===== config.mk =====
export PLATFORM = sky130hd
export DESIGN_NAME = soc_hash_sequencer_flat
export DESIGN_NICKNAME = d
export VERILOG_FILES = /design/src/rtl/ascon_hash_pkg.sv /design/src/rtl/soc_hash_sequencer_if.sv /design/src/rtl/soc_hash_sequencer.sv /design/src/flat_wrapper.sv
export SDC_FILE = /design/constraint.sdc
export NUM_CORES = 1
export LEC_CHECK = 0
export CAP_MARGIN = 0
export CORE_MARGIN = 2
export CORE_UTILIZATION = 50
export CTS_CLUSTER_DIAMETER = 50
export CTS_CLUSTER_SIZE = 8
export DETAILED_ROUTE_END_ITERATION = 8
export HOLD_SLACK_MARGIN = 0.15
export PLACE_DENSITY = 0.81
export SLEW_MARGIN = 20
export SYNTH_ARGS = -nofsm -noshare
export SYNTH_HDL_FRONTEND = slang
export SYNTH_SLANG_ARGS = --single-unit

===== constraint.sdc =====
create_clock -name clk -period 2.15 [get_ports clk]
set_input_delay 0.3225 -clock clk [delete_from_list [all_inputs] [get_ports clk]]
set_output_delay 0.3225 -clock clk [all_outputs]
set_load 0.01 [all_outputs]

===== src/rtl/ascon_hash_pkg.sv =====
// Shared definitions for the Ascon hash sequencer: state encoding and load-length helpers.
package ascon_hash_pkg;

    localparam logic [3:0] ST_IDLE  = 4'd0;
    localparam logic [3:0] ST_CLR   = 4'd1;
    localparam logic [3:0] ST_LOAD  = 4'd2;
    localparam logic [3:0] ST_PAD   = 4'd3;
    localparam logic [3:0] ST_START = 4'd4;
    localparam logic [3:0] ST_WAIT  = 4'd5;
    localparam logic [3:0] ST_RREQ  = 4'd6;
    localparam logic [3:0] ST_RCAP  = 4'd7;
    localparam logic [3:0] ST_SEND  = 4'd8;
    localparam logic [3:0] ST_DONE  = 4'd9;

    typedef enum logic [3:0] {
        IDLE  = ST_IDLE,
        CLR   = ST_CLR,
        LOAD  = ST_LOAD,
        PAD   = ST_PAD,
        START = ST_START,
        WAIT  = ST_WAIT,
        RREQ  = ST_RREQ,
        RCAP  = ST_RCAP,
        SEND  = ST_SEND,
        DONE  = ST_DONE
    } state_t;

    function automatic int max3(input int a, input int b, input int c);
        int m;
        m = (a > b) ? a : b;
        return (m > c) ? m : c;
    endfunction

    // The core always absorbs at least one full 64-bit block, so short messages are zero padded.
    function automatic int load_beats(input int y, input int l);
        return max3(y, l, 64) / 8;
    endfunction

endpackage


===== src/rtl/soc_hash_sequencer_if.sv =====
// Host-side streams of the hash sequencer: message bytes in, digest bytes out.
interface soc_hash_sequencer_if;

    logic [7:0] s_data_i;
    logic       s_valid_i;
    logic       s_ready_o;
    logic [7:0] m_data_o;
    logic       m_valid_o;
    logic       m_ready_i;

    modport slave (
        input  s_data_i, s_valid_i, m_ready_i,
        output s_ready_o, m_data_o, m_valid_o
    );

    modport master (
        output s_data_i, s_valid_i, m_ready_i,
        input  s_ready_o, m_data_o, m_valid_o
    );

endinterface


===== src/rtl/soc_hash_sequencer.sv =====
// Sequencer driving the byte-serial Ascon hash core: clear, load, pad, start, wait, read back.
// Defining HASH_SEQ_TIMEOUT_EN adds a WAIT watchdog that raises the sticky err_o flag.
module soc_hash_sequencer
    import ascon_hash_pkg::*;
#(
    parameter int Y          = 40,
    parameter int L          = 256,
    parameter int CLR_CYCLES = 2,
    parameter int TIMEOUT    = 4096
) (
    input  logic                clk,
    input  logic                rst,
    soc_hash_sequencer_if.slave host,
    output logic                core_rst_no,
    output logic                reg_inputxSS,
    output logic [7:0]          messagexSO,
    output logic                reg_startxSS,
    output logic                hash_startxSO,
    input  logic                hash_readyxSI,
    output logic                reg_outxSS,
    input  logic [7:0]          hash_digestxSI,
    output logic                busy_o,
    output logic                done_o,
    output logic                err_o
);

    localparam int MSG_BEATS  = Y / 8;
    localparam int LOAD_BEATS = load_beats(Y, L);
    localparam int DIG_BEATS  = L / 8;

    localparam logic [7:0] MSG_LAST  = 8'(MSG_BEATS - 1);
    localparam logic [7:0] LOAD_LAST = 8'(LOAD_BEATS - 1);
    localparam logic [7:0] DIG_LAST  = 8'(DIG_BEATS - 1);
    localparam logic [7:0] CLR_LAST  = 8'(CLR_CYCLES - 1);
    localparam state_t     AFTER_MSG = (MSG_BEATS == LOAD_BEATS) ? START : PAD;

    state_t     state, state_nx;
    logic [7:0] beat_cnt, beat_cnt_nx;
    logic [7:0] dig_cnt, dig_cnt_nx;
    logic [7:0] clr_cnt, clr_cnt_nx;
    logic [7:0] m_data, m_data_nx;

`ifdef HASH_SEQ_TIMEOUT_EN
    localparam int              WD_W    = $clog2(TIMEOUT + 1);
    localparam logic [WD_W-1:0] WD_LAST = WD_W'(TIMEOUT - 1);
    logic [WD_W-1:0] wd_cnt, wd_cnt_nx;
    logic            err_q, err_nx;
    assign err_o = err_q;
`else
    assign err_o = 1'b0;
`endif

    assign host.m_data_o = m_data;
    assign busy_o        = (state != IDLE);

    always_comb begin
        // NOTE: every output and next value gets a default first so no path can infer a latch.
        state_nx           = state;
        beat_cnt_nx        = beat_cnt;
        dig_cnt_nx         = dig_cnt;
        clr_cnt_nx         = clr_cnt;
        m_data_nx          = m_data;
        host.s_ready_o     = 1'b0;
        host.m_valid_o     = 1'b0;
        reg_inputxSS       = 1'b0;
        messagexSO         = 8'h00;
        reg_startxSS       = 1'b0;
        hash_startxSO      = 1'b0;
        reg_outxSS         = 1'b0;
        done_o             = 1'b0;
`ifdef HASH_SEQ_TIMEOUT_EN
        wd_cnt_nx          = wd_cnt;
        err_nx             = err_q;
`endif
        unique case (state)
            IDLE: if (host.s_valid_i) begin
                // The pending byte stays on the bus; it is consumed once LOAD is reached.
                state_nx    = CLR;
                beat_cnt_nx = 8'h00;
                dig_cnt_nx  = 8'h00;
                clr_cnt_nx  = 8'h00;
`ifdef HASH_SEQ_TIMEOUT_EN
                err_nx      = 1'b0;
`endif
            end
            CLR: begin
                if (clr_cnt == CLR_LAST) state_nx = LOAD;
                else                     clr_cnt_nx = clr_cnt + 8'd1;
            end
            LOAD: begin
                host.s_ready_o = 1'b1;
                if (host.s_valid_i) begin
                    reg_inputxSS = 1'b1;
                    messagexSO   = host.s_data_i;
                    beat_cnt_nx  = beat_cnt + 8'd1;
                    if (beat_cnt == MSG_LAST) state_nx = AFTER_MSG;
                end
            end
            PAD: begin
                reg_inputxSS = 1'b1;
                beat_cnt_nx  = beat_cnt + 8'd1;
                if (beat_cnt == LOAD_LAST) state_nx = START;
            end
            START: begin
                reg_startxSS  = 1'b1;
                hash_startxSO = 1'b1;
                state_nx      = WAIT;
`ifdef HASH_SEQ_TIMEOUT_EN
                wd_cnt_nx     = '0;
`endif
            end
            WAIT: begin
                if (hash_readyxSI) state_nx = RREQ;
`ifdef HASH_SEQ_TIMEOUT_EN
                else if (wd_cnt == WD_LAST) begin
                    err_nx   = 1'b1;
                    state_nx = IDLE;
                end else begin
                    wd_cnt_nx = wd_cnt + 1'b1;
                end
`endif
            end
            RREQ: begin
                reg_outxSS = 1'b1;
                state_nx   = RCAP;
            end
            RCAP: begin
                m_data_nx = hash_digestxSI;
                state_nx  = SEND;
            end
            SEND: begin
                host.m_valid_o = 1'b1;
                if (host.m_ready_i) begin
                    dig_cnt_nx = dig_cnt + 8'd1;
                    state_nx   = (dig_cnt == DIG_LAST) ? DONE : RREQ;
                end
            end
            DONE: begin
                done_o   = 1'b1;
                state_nx = IDLE;
            end
            default: state_nx = IDLE;
        endcase
    end

    always_ff @(posedge clk or posedge rst) begin
        if (rst) begin
            state       <= IDLE;
            beat_cnt    <= 8'h00;
            dig_cnt     <= 8'h00;
            clr_cnt     <= 8'h00;
            m_data      <= 8'h00;
            core_rst_no <= 1'b0;
`ifdef HASH_SEQ_TIMEOUT_EN
            wd_cnt      <= '0;
            err_q       <= 1'b0;
`endif
        end else begin
            // NOTE: state uses non-blocking assignments so every register samples pre-edge values.
            state       <= state_nx;
            beat_cnt    <= beat_cnt_nx;
            dig_cnt     <= dig_cnt_nx;
            clr_cnt     <= clr_cnt_nx;
            m_data      <= m_data_nx;
            // Registered so the core stays held in reset until the first clock after rst.
            core_rst_no <= (state_nx != CLR);
`ifdef HASH_SEQ_TIMEOUT_EN
            wd_cnt      <= wd_cnt_nx;
            err_q       <= err_nx;
`endif
        end
    end

endmodule


===== src/flat_wrapper.sv =====
// flat-port wrapper written by rule: the top's interface ports become plain ports
module soc_hash_sequencer_flat import ascon_hash_pkg::*;
#(
    parameter int Y          = 40,
    parameter int L          = 256,
    parameter int CLR_CYCLES = 2,
    parameter int TIMEOUT    = 4096
)
  (clk, rst, core_rst_no, reg_inputxSS, messagexSO, reg_startxSS, hash_startxSO, hash_readyxSI, reg_outxSS, hash_digestxSI, busy_o, done_o, err_o, host_s_data_i, host_s_valid_i, host_m_ready_i, host_s_ready_o, host_m_data_o, host_m_valid_o);
  soc_hash_sequencer_if host_i ();
  input  logic clk;
  input  logic rst;
  output logic core_rst_no;
  output logic reg_inputxSS;
  output logic [7:0] messagexSO;
  output logic reg_startxSS;
  output logic hash_startxSO;
  input  logic hash_readyxSI;
  output logic reg_outxSS;
  input  logic [7:0] hash_digestxSI;
  output logic busy_o;
  output logic done_o;
  output logic err_o;
  input wire logic [$bits(host_i.s_data_i)-1:0] host_s_data_i;
  input wire logic [$bits(host_i.s_valid_i)-1:0] host_s_valid_i;
  input wire logic [$bits(host_i.m_ready_i)-1:0] host_m_ready_i;
  output wire logic [$bits(host_i.s_ready_o)-1:0] host_s_ready_o;
  output wire logic [$bits(host_i.m_data_o)-1:0] host_m_data_o;
  output wire logic [$bits(host_i.m_valid_o)-1:0] host_m_valid_o;
  assign host_i.s_data_i = host_s_data_i;
  assign host_i.s_valid_i = host_s_valid_i;
  assign host_i.m_ready_i = host_m_ready_i;
  assign host_s_ready_o = host_i.s_ready_o;
  assign host_m_data_o = host_i.m_data_o;
  assign host_m_valid_o = host_i.m_valid_o;
  soc_hash_sequencer #(.Y(Y), .L(L), .CLR_CYCLES(CLR_CYCLES), .TIMEOUT(TIMEOUT)) u_core (.clk(clk), .rst(rst), .host(host_i), .core_rst_no(core_rst_no), .reg_inputxSS(reg_inputxSS), .messagexSO(messagexSO), .reg_startxSS(reg_startxSS), .hash_startxSO(hash_startxSO), .hash_readyxSI(hash_readyxSI), .reg_outxSS(reg_outxSS), .hash_digestxSI(hash_digestxSI), .busy_o(busy_o), .done_o(done_o), .err_o(err_o));
endmodule

# Word level (Yosys, flattened, before mapping)
# Cells that the tools add are included.
op_classes:
  addsub: 3
  n_eq_ne: 18
  muxes: 25
  reduce_logical: 8
op_table:
  columns: ["op", "n"]
  rows:
  - ["8-bit 2-to-1 mux", 6]
  - ["4-bit case mux with 9 select lines", 1]
  - ["4-bit 2-to-1 mux", 8]
  - ["8-bit case mux with 2 select lines", 2]
  - ["8-bit by 1-bit adder with 8-bit output (second input constant)", 3]
  - ["8-bit case mux with 3 select lines", 1]
  - ["4-bit by 3-bit == test with 1-bit output (second input constant)", 4]
  - ["8-bit by 5-bit == test with 1-bit output (second input constant)", 2]
  - ["3-bit AND reduction", 3]
  - ["4-bit by 2-bit == test with 1-bit output (second input constant)", 2]
  - ["4-bit == test (second input constant)", 2]
  - ["8-bit by 1-bit == test with 1-bit output (second input constant)", 1]
  - ["8-bit by 3-bit == test with 1-bit output (second input constant)", 1]
  - ["2-bit inequality test (second input constant)", 4]
  - ["1-bit 2-to-1 mux", 6]
  - ["4-bit by 1-bit == test with 1-bit output (second input constant)", 1]
  - ["4-bit zero test", 1]
  - ["4-bit by 1-bit inequality test with 1-bit output (second input constant)", 1]
  - ["2-bit nonzero test", 2]
  - ["4-bit nonzero test", 1]
  - ["3-bit nonzero test", 1]
  - ["1-bit case mux with 2 select lines", 1]
totals:
  regBits: 37
  out_inout_bits: 26
  elab_cells: 60

# Longest topological paths before layout
logic_depth:
  word_depth: 5
  depth_mapped: 7
  mapped_depth_nobuf: 5

# Worst setup path after synthesis
# Ideal clock, no wire load.
synth_path:
  path_kind: "reg-to-output"
  startpoint: "reg u_core.state[2]"
  endpoint: "out messagexSO[0]"
  arrival_ns: 1.445
  required_time_ns: 1.827
  setup_slack_ns: 0.383
  path_stages_with_launch: 6
  path_buffers: 2
  path_cell_list: "dfrtp_1 > buf_4 > or2_2 > buf_2 > nor3_2 > and2_1"
synth_via:
  elab_chain_len: 2
synth_rtl:
  columns: ["element", "line", "rtl"]
  rows:
  - ["start, declared", "soc_hash_sequencer.sv:37", "state_t state, state_nx;"]
  - ["start signal, assigned", "soc_hash_sequencer.sv:160", "state <= state_nx;"]
  - ["4-bit by 2-bit == test with 1-bit output", "soc_hash_sequencer.sv:75", "unique case (state)"]
  - ["8-bit 2-to-1 mux", "soc_hash_sequencer.sv:75", null]
  - ["end, declared", "flat_wrapper.sv:15", "output logic [7:0] messagexSO;"]
# Every way passes these cells.

# Worst setup path after layout
layout_path:
  startpoint: "reg u_core.state[2]"
  endpoint: "out messagexSO[6]"
# The elaborated chain is that of the path after synthesis.

==> results.txt <==
Status -> finished clean
CTS buffer count -> 5
Leakage power -> 1.37 nW
Diode count -> 0
Clock transition at path regs -> 70 ps
GR Overflow Total -> 0
Number of port buffers -> 45
Number of synthesized flops with an enable pin -> 0
GRT Overall Usage -> 0.211
Xor/xnor share of the synthesized area -> 0.0454
Layout net count -> 306
Via count -> 1,865
Syn. warnings -> 0
F_max -> 490 MHz
Crit-path max FO -> 4
Synth cell types -> 48
Setup TNS -> 0 ps
Starting Density -> 0.523
Routed wire length -> 4710 um
Die width -> 69.2 um
Clock period minus worst slack -> 2040 ps
Layout Cell Area excl Fill -> 2830 sq um
Wire length per cell -> 14.2 um
GP Congestion -> 0.848
Mapped Nets -> 247
Startpoint Class -> register
Worst Path Required -> 1830 ps
Pwr Total -> 0.00230 W
Final ANT Viol Nets -> 0
Setup crit end kind -> output pin
Prevailing post-synth register cell -> dfrtp_1
Core ar. -> 4060 sq um
Clock Skews -> 5.95 ps
Syn avg cell area -> 9.61 sq um
Commonest cells after routing, fill and taps aside -> dfrtp_1 (37), clkdlybuf4s50_1 (31), nor2_1 (22), buf_4 (19)
Period utilization -> 0.949
Simple logic cell fraction of the synthesized area -> 0.287
Clock Sinks -> 37
Crit path kind -> reg -> out
HPWL Detailed -> 3400 um
Area growth from synthesis to layout -> 33.3%
Cts hold-fix bufs -> 0
Pin count of the biggest net entering global routing -> 38
Synth top area cells -> dfrtp_1 (44%), mux2_2 (5.8%), nor2_1 (4.1%)
Mapped cell area -> 2120 sq um
Post-synthesis compound-gate area fraction -> 0.0837
Sequential area share after synthesis -> 0.436
HP Class -> in -> async
Fraction of registers with async set/reset -> 1.00
Initial antenna violation count -> 0
Max-slew violations -> 0
Yosys top cell by area -> dfrtp_1
Die Y-Extent -> 69.2 um
# setup viols final -> 0
Clk Latency, worst-skew pair -> 290 ps
PD cells -> 813 nW/um^2
Gate Count Post-Synth -> 221
CTS tree -> done
Sequential cell area -> 926 sq um
Drt first pass iters -> 4
Peak supply drop -> 635 uV
Synth Area in Adders -> 0.0295
I/O pins -> 47
Placed Area -> 2670 sq um
Clock Path Buffers -> 2
Layout fillers -> 316
1st-iter DRT viols -> 118
Max Cap Viol -> 0
Die area -> 4780 sq um
Largest family of logic cells by synthesized area -> simple AND/OR/NAND/NOR gates
WP data arrival -> 1720 ps
CTS Root Buffer Type -> clkbuf_8
Vias in the first global route -> 1,741
Commonest non-fill, non-tap cell in the layout -> dfrtp_1
Via/cell ratio -> 5.63
Multi-input gate area -> 1120 sq um
Top cell type's share of synthesized area -> 0.436
Final Hold Violating Endpoints -> 0
DRC viols -> 0
Layout cell share with drive strength beyond 1 -> 0.178
Global-route wire length before repair -> 8100 um
CTS H-tree lvls -> 2
Register bit total from synthesis -> 37
Mux cell area share after synthesis -> 0.0631
Floorplan row count -> 23
-- flip-flops by register name, indices dropped and copies added (netlist names) --
signal	cells
u_core.beat_cnt	8
u_core.host.m_data_o	8
u_core.state	4
u_core.core_rst_no	1
u_core.clr_cnt	8
u_core.dig_cnt	8
-- kinds of logic after synthesis --
family	Yosys count
other	1
adders and majority gates	5
muxes	12
and+or+nand+nor	106
buffers and inverters	22
DFF	37
xor gates and xnor gates	11
AOI/OAI and AO/OA	27
-- worst max-delay path, cell delays in order, from the launching register on --
cell             delay, ps
dfrtp_1                380
or2_4                  290
nor3_4                 260
buf_4                  160
and2_1                 110
clkdlybuf4s15_1        230
-- worst paths after layout --
check,startpoint,end,depth (start not counted),slack (ps)
max,u_core.state[2],messagexSO[6],5,110
max in group asynchronous,rst,u_core.beat_cnt[2],3,1370
max reg2reg,u_core.state[0],u_core.dig_cnt[5],6,290
min,rst,u_core.dig_cnt[1],3,440
min in group clk,u_core.host.m_data_o[3],u_core.host.m_data_o[3],1,510
min reg2reg,u_core.host.m_data_o[3],u_core.host.m_data_o[3],1,510
-- cell type report --
class	count	area share
multi-input cells	163	0.397
flip-flops and latches	37	0.327
repair buffers	64	0.213
clock buffers	6	0.0256
well taps	50	0.0221
inverters	9	0.0119
clock inverters	2	0.00354
-- synth_stat cells (2+ instances only) --
cell and count:
dfrtp_1 37, nor2_1 23, nand2_1 14, nand3_1 14, and2_1 13, mux2_2 11, o21ai_0 11, inv_1 9
nand4_1 9, nor3_1 6, xnor2_1 6, ha_1 5, xor2_1 5, a21oi_1 4, buf_2 4, clkbuf_1 4
and3_1 3, buf_4 3, nand2b_1 3, or2_2 3, a21o_1 2, a311oi_1 2, buf_6 2, nor4_1 2
nor4_4 2, or4_1 2
-- repair_timing --
item / in CTS / in global routing
endpoints found under the setup margin: 13 / 10
buffers inserted: 3 / 1
endpoints found under the hold margin: 0 / 0
resized for setup: 14 / 10
cloned: 1 / 0
pin swaps: 2 / 0
-- per-stage QoR --
step	instances	setup WS (ps)	utilization	hold WS, ps
3_3_place_gp	318	-142	0.658	487
4_1_cts	330	12.5	0.690	462
6_report	331	111	0.698	443
3_5_place_dp	318	-199	0.658	493
2_1_floorplan	221	383	-	472
5_1_grt	331	-1.61	0.698	487
-- metal layers --
| metal | part of all wire | track usage | up-vias |
|---|---|---|---|
| li1 | - | - | 899 |
| met1 | 0.43 | 0.268 | 887 |
| met2 | 0.48 | 0.342 | 71 |
| met3 | 0.073 | 0.0658 | 8 |
| met4 | 0.015 | 0.0697 | 0 |
| met5 | 0 | 0 | - |
-- power breakdown --
group          total, W  switching [W]  internal, W
combinational  0.000927       0.000468     0.000459
sequential     0.000906       0.000111     0.000795
clock          0.000468       0.000243     0.000224
Power figures use the tool's default switching activity.
